**src/rtl/dcache_mem_ctrl_pkg.sv**
```systemverilog
// Shared bus definitions for the D_Cache memory-side request path.
// Holds the bus command encoding, data width, request payload and
// tag-table entry types used by dcache_mem_ctrl and its request FIFO.
package dcache_mem_ctrl_pkg;

   localparam int unsigned XLEN         = 32;
   localparam int unsigned NUM_MEM_TAGS = 16;
   localparam int unsigned TAG_W        = 4;

   typedef enum logic [1:0] {
      BUS_NONE  = 2'd0,
      BUS_LOAD  = 2'd1,
      BUS_STORE = 2'd2
   } BUS_COMMAND;

   typedef struct packed {
      BUS_COMMAND        cmd;
      logic [XLEN-1:0]   addr;
      logic [XLEN-1:0]   data;
   } mem_req_t;

   typedef struct packed {
      logic              valid;
      logic [XLEN-1:0]   addr;
   } tag_entry_t;

endpackage

```
**src/rtl/dcache_mem_ctrl_req_fifo.sv**
```systemverilog
// Request FIFO between D_Cache and the memory port.
// Ports: clk, rst (async active-low), push/wr_req write side,
// pop/head_c read side (head_c is the current head, valid when !empty_c),
// full_c/empty_c combinational status from the registered pointers.
module req_fifo
   import dcache_mem_ctrl_pkg::*;
#(
   parameter int unsigned DEPTH = 4
) (
   input  logic     clk,
   input  logic     rst,
   input  logic     push,
   input  logic     pop,
   input  mem_req_t wr_req,
   output mem_req_t head_c,
   output logic     full_c,
   output logic     empty_c
);

   localparam int unsigned IDX_W = $clog2(DEPTH);
   localparam int unsigned PTR_W = IDX_W + 1;

   logic [PTR_W-1:0] wr_ptr;
   logic [PTR_W-1:0] rd_ptr;
   mem_req_t         mem [DEPTH];

   // Pointers carry an extra wrap bit to tell full from empty.
   always_ff @(posedge clk or negedge rst) begin
      if (!rst) begin
         wr_ptr <= '0;
         rd_ptr <= '0;
      end else begin
         if (push) wr_ptr <= wr_ptr + PTR_W'(1);
         if (pop)  rd_ptr <= rd_ptr + PTR_W'(1);
      end
   end

   // Payload storage needs no reset; it is only read when non-empty.
   always_ff @(posedge clk) begin
      if (push) mem[wr_ptr[IDX_W-1:0]] <= wr_req;
   end

   assign head_c  = mem[rd_ptr[IDX_W-1:0]];
   assign empty_c = (wr_ptr == rd_ptr);
   assign full_c  = (wr_ptr[IDX_W] != rd_ptr[IDX_W]) &&
                    (wr_ptr[IDX_W-1:0] == rd_ptr[IDX_W-1:0]);

endmodule

```
**src/rtl/dcache_mem_ctrl.sv**
```systemverilog
// Memory-side request controller downstream of D_Cache.
// Buffers cache requests (req_*) in a FIFO, issues the head to the tagged
// memory port (mem_*) retrying on rejection, tracks accepted loads by tag
// and returns fills (fill_*) when tagged data comes back.
// outstanding counts tracked loads; tag_error is a sticky protocol flag.
// req_ready and mem_command/mem_addr/mem_data are combinational.
module dcache_mem_ctrl
   import dcache_mem_ctrl_pkg::*;
#(
   parameter int unsigned REQ_DEPTH       = 4,
   parameter int unsigned MAX_OUTSTANDING = 15
) (
   input  logic             clk,
   input  logic             rst,
   input  logic             req_valid,
   output logic             req_ready,
   input  BUS_COMMAND       req_command,
   input  logic [XLEN-1:0]  req_addr,
   input  logic [XLEN-1:0]  req_data,
   output logic [XLEN-1:0]  mem_addr,
   output logic [XLEN-1:0]  mem_data,
   output BUS_COMMAND       mem_command,
   input  logic [TAG_W-1:0] mem_response,
   input  logic [XLEN-1:0]  mem_rdata,
   input  logic [TAG_W-1:0] mem_tag,
   output logic             fill_valid,
   output logic [XLEN-1:0]  fill_addr,
   output logic [XLEN-1:0]  fill_data,
   output logic [TAG_W-1:0] outstanding,
   output logic             tag_error
);

   mem_req_t   head;
   mem_req_t   wr_req;
   logic       full;
   logic       empty;
   logic       push;
   logic       issue;
   logic       accept;
   logic       alloc;
   logic       ret_hit;
   logic       ret_miss;
   logic       dup_alloc;
   tag_entry_t tag_tbl [NUM_MEM_TAGS];

   assign req_ready = !full;
   assign push      = req_valid && req_ready && (req_command != BUS_NONE);
   assign wr_req    = {req_command, req_addr, req_data};

   req_fifo #(.DEPTH(REQ_DEPTH)) u_req_fifo (
      .clk     (clk),
      .rst     (rst),
      .push    (push),
      .pop     (accept),
      .wr_req  (wr_req),
      .head_c  (head),
      .full_c  (full),
      .empty_c (empty)
   );

   // Issue the head unless it is a load and the tag table is saturated.
   always_comb begin
      issue       = 1'b0;
      mem_command = BUS_NONE;
      mem_addr    = '0;
      mem_data    = '0;
      if (!empty && ((head.cmd == BUS_STORE) ||
                     (outstanding < TAG_W'(MAX_OUTSTANDING)))) begin
         issue       = 1'b1;
         mem_command = head.cmd;
         mem_addr    = head.addr;
         mem_data    = head.data;
      end
   end

   assign accept    = issue && (mem_response != '0);
   assign alloc     = accept && (head.cmd == BUS_LOAD);
   assign ret_hit   = (mem_tag != '0) &&  tag_tbl[mem_tag].valid;
   assign ret_miss  = (mem_tag != '0) && !tag_tbl[mem_tag].valid;
   // Reusing a tag is legal only when that same tag is being freed now.
   assign dup_alloc = alloc && tag_tbl[mem_response].valid &&
                      !(ret_hit && (mem_tag == mem_response));

   // Tag table, fill return and bookkeeping; allocate is written after
   // free so a same-tag free+allocate leaves the new entry valid.
   always_ff @(posedge clk or negedge rst) begin
      if (!rst) begin
         for (int unsigned i = 0; i < NUM_MEM_TAGS; i++) tag_tbl[i] <= '0;
         outstanding <= '0;
         fill_valid  <= 1'b0;
         fill_addr   <= '0;
         fill_data   <= '0;
         tag_error   <= 1'b0;
      end else begin
         fill_valid <= ret_hit;
         if (ret_hit) begin
            fill_addr              <= tag_tbl[mem_tag].addr;
            fill_data              <= mem_rdata;
            tag_tbl[mem_tag].valid <= 1'b0;
         end
         if (alloc) tag_tbl[mem_response] <= {1'b1, head.addr};
         if (ret_miss || dup_alloc) tag_error <= 1'b1;
         case ({alloc, ret_hit})
            2'b10:   outstanding <= outstanding + TAG_W'(1);
            2'b01:   outstanding <= outstanding - TAG_W'(1);
            default: outstanding <= outstanding;
         endcase
      end
   end

endmodule

```
**config.mk**
```make
export PLATFORM = sky130hd
export DESIGN_NAME = dcache_mem_ctrl
export DESIGN_NICKNAME = d
export VERILOG_FILES = /design/src/rtl/dcache_mem_ctrl_pkg.sv /design/src/rtl/dcache_mem_ctrl_req_fifo.sv /design/src/rtl/dcache_mem_ctrl.sv
export SDC_FILE = /design/constraint.sdc
export NUM_CORES = 1
export LEC_CHECK = 0
export ABC_CLOCK_PERIOD_IN_PS = 4710
export CORE_MARGIN = 3
export CORE_UTILIZATION = 59
export CTS_CLUSTER_DIAMETER = 200
export DETAILED_ROUTE_END_ITERATION = 12
export GPL_TIMING_DRIVEN = 1
export PLACE_DENSITY = 0.83
export SLEW_MARGIN = 25
export SYNTH_ARGS = -nofsm -noshare
export SYNTH_HDL_FRONTEND = slang
export SYNTH_HIERARCHICAL = 1
export SYNTH_SLANG_ARGS = --single-unit
```
**constraint.sdc**
```tcl
create_clock -name clk -period 4.71 [get_ports clk]
set_input_delay 0.942 -clock clk [delete_from_list [all_inputs] [get_ports clk]]
set_output_delay 0.942 -clock clk [all_outputs]
set_load 0.01 [all_outputs]
```
==> results.md, run 1 <==
- Outcome: completed
- Worst Max-Slew Pin Slew: 927 ps
- DRC viols: 0
- Synth Area in Compound Gates: 0.489%
- Worst setup EP type: output port
- Metal3 WL: 7350 um
- Final setup fails: 0
- Max Cap Viol: 0
- Pwr per Cell Area: 659 mW/mm^2
- CP Depth: 7
- Initial drt markers: 1,844
- Worst IR Drop VDD: 505 uV
- Mapped Area: 0.0371 sq mm
- Post-CTS sizing: 0
- Peak Freq: 0.238 GHz
- Pre-antenna DRT Iters: 5
- Ys flop type: dfrtp_1
- Ys async rst share: 69.6%
- Count of final hold-check violations: 0
- Layout cells sized above 1: 38.4%
- Unique masters post-synth: 44
- Initial antenna violation count: 11
- Synthesis-to-layout area growth: 16.4%
- Post-synth top area share: 40.7%
- Vias: 20,200
- FF-to-FF End: tag_tbl[232]$_DFFE_PN0P_
- Top routing layer used: met5
- Met1 wire length: 35,500 um
- CP Data Arrival Time: 3260 ps
- CP endpoint: mem_command[1]
- Fin cells: 3,297
- Die Y: 257 um
- Cell count after synthesis: 2,186
- Final net count: 2,497
- Most common cell after layout, fill and taps aside: dfrtp_1
- Final worst slack: 506 ps
- Pin count of the biggest net entering global routing: 122
- Overall routing resource usage: 27.0%
- WP buf/inv: 3
- Tmin final: 4200 ps
- CP Cell Sequence: mux4_2, inv_1, a21oi_1, nor2_4, buf_4, and2_1, clkdlybuf4s50_1
- Post-synthesis adder-cell area fraction: 0.236%
- #FFs+latches synth: 868
- Initial Util: 59.9%
- Largest area contributor in the netlist: dfrtp_1
- Routability cong.: 0.882
- R2R Path Start: u_req_fifo/rd_ptr[1]$_DFFE_PN0P_
- Slew headroom: 38.2%
- Yosys warnings: 6
- IO buf count: 245
- Via-to-Cell Ratio: 6.14
- Gr ovfl total: 0
- Latest clock arrival within the worst-skew pair: 640 ps
- FP Rows: 91
- Vias in the first global route: 22,200
- Synth Area in Simple Gates: 4.28%
- Avg Cell Area, Syn: 17.0 sq um
- Worst min-delay path category: in -> async
- Post-Synth XOR/XNOR Area: 0.354%
- Worst Skew: 22.2 ps
- First-pass GRT wire length: 135,000 um
- Drt total wl: 86,800 um
- Hold buffer count at cts: 0
- RSZ-0062 raised after global routing: false
- Internal reg-to-reg setup slack: 1370 ps
- Mux share of post-synthesis cell area: 29.6%
- Antenna violation net count after detailed routing: 0
- Dpl cells: 3,128
- Reg2Reg Depth: 8
- Dpl hpwl: 51,500 um
- Post-DR wirelength/cell: 26.3 um
- Critical path startpoint category: flip-flop
- Syn_nets: 2,302
- H-tree depth: 3
- Total CTS buffers: 87
- Most frequent cells in the layout: dfrtp_1 (602), mux2_2 (424), edfxtp_1 (264)
- CP startpoint: u_req_fifo/rd_ptr[0]$_DFFE_PN0P_
- Pleak: 18.1 nW
- Crit Path Max Fanout: 25
- Max-slew violations: 0
- Max clock buf depth: 3
- Area contributors post-synth: dfrtp_1 (41%), edfxtp_1 (21%), mux4_2 (14%)
- Clock sink count: 868
- Postcts setup bufs: 0
- Main combinational cell family by area after synthesis: multiplexers
- Kind of cell adding the most delay to the critical path: buffers and inverters
- Seq/Total Area, Yosys: 62.1%
- Clock transition at path regs: 60 ps
- Die Wd: 257 um
- Crit path largest cell delay: 620 ps
- Core area: 0.0619 sq mm
- CP Class: reg -> out
- Dpl ws: 740 ps
- CP Data Required Time: 3770 ps
- Crit share post-route: 89.3%
- Post-synth EDFFs: 264
- Routed wl met2: 41,800 um
- CTS Root Cell: clkbuf_16
- CTS tree: yes
- Slowest cell on crit path: dfrtp_4
- Io pins: 246
- Setup TNS: 0 ps
- Area of the die: 0.0660 sq mm
state kept, by name (all words and copies together), names as in the netlist:
register,cells
outstanding,4
u_req_fifo/mem,264
fill_addr,32
u_req_fifo/wr_ptr,3
tag_tbl,528
u_req_fifo/rd_ptr,3
tag_error,1
fill_data,32
fill_valid,1
worst register-to-register path: cells and delay by family, from the launching register on:
kind | cells | cell delay, ps
buffers and inverters | 1 | 630
AND/OR/NAND/NOR | 5 | 1340
flip-flops | 1 | 570
XOR/XNOR | 1 | 240
multiplexers | 1 | 430
logic make-up (layout without fill, tap and decap cells):
kind of cell    count (synthesis)  count (layout)
simple gates                  339             339
xor+xnor                       15              15
fa+ha+maj                       7               7
flops                         868             868
other cells                     0               5
mux                           722             722
buf+inv                       207             476
compound gates                 28              28
cell type report:
| type | instances | area, sq um |
|---|---|---|
| Sequential cell | 868 | 23000 |
| Inverter | 11 | 43.8 |
| Fill cell | 3844 | 18800 |
| Tap cell | 837 | 1050 |
| Multi-Input combinational cell | 1111 | 13000 |
| Antenna cell | 5 | 12.5 |
| Clock buffer | 129 | 2570 |
| Timing Repair Buffer | 302 | 3130 |
| Clock inverter | 34 | 308 |
per-layer routing:
| metal | track usage, % | vias up |
|---|---|---|
| li1 | - | 8478 |
| met1 | 37.8 | 10800 |
| met2 | 42.8 | 796 |
| met3 | 6.53 | 149 |
| met4 | 8.24 | 8 |
| met5 | 0 | - |
worst min path at each step:
| stage | from | to |
|---|---|---|
| after global routing | rst | tag_tbl[9]$_DFFE_PN0P_ |
| final | rst | tag_tbl[174]$_DFFE_PN0P_ |
| after detailed placement | tag_tbl[506]$_DFFE_PN0P_ | tag_tbl[506]$_DFFE_PN0P_ |
| after global placement | tag_tbl[507]$_DFFE_PN0P_ | tag_tbl[507]$_DFFE_PN0P_ |
| after CTS | tag_tbl[499]$_DFFE_PN0P_ | tag_tbl[499]$_DFFE_PN0P_ |
| after floorplan | tag_tbl[495]$_DFFE_PN0P_ | tag_tbl[495]$_DFFE_PN0P_ |
synth_stat cells (13+ instances only):
| library cell | n |
|---|---|
| buf_6 | 18 |
| buf_4 | 18 |
| edfxtp_1 | 264 |
| dfrtp_1 | 604 |
| nor2_1 | 13 |
| nand2_1 | 213 |
| mux4_2 | 234 |
| mux2_4 | 58 |
| and2_1 | 72 |
| clkbuf_1 | 88 |
| mux2_2 | 424 |
| o21ai_0 | 17 |
| buf_2 | 64 |
report_power, final:
group          leakage [nW]  switching [W]  internal, W
sequential             10.2        0.00137       0.0105
combinational          6.48        0.00442      0.00536
clock                  1.42        0.00288      0.00397
total                  18.1        0.00867       0.0198
through the flow:
step                      hold slack [ps]  util, %  cell area, sq um  total power (W)
after detailed placement              363     65.0             40300           0.0216
final                                 181     69.7             43200           0.0285
after global placement                360     65.0             40300           0.0211
after floorplan                       425        -             37100           0.0178
after global routing                  175     69.7             43200           0.0299
after CTS                             376     69.7             43100           0.0286
(Power assumes the default switching activity.)
==> run 2, diff against run 1 <==
--- a/config.mk
+++ b/config.mk
@@ -12,6 +12,8 @@
 export DETAILED_ROUTE_END_ITERATION = 12
 export GPL_TIMING_DRIVEN = 1
 export PLACE_DENSITY = 0.83
+export SETUP_SLACK_MARGIN = 0.1
+export SKIP_CTS_REPAIR_TIMING = 1
 export SLEW_MARGIN = 25
 export SYNTH_ARGS = -nofsm -noshare
 export SYNTH_HDL_FRONTEND = slang
==> results of run 2 <==
No change in the layout: final DEF, timing and power equal those of run 1.
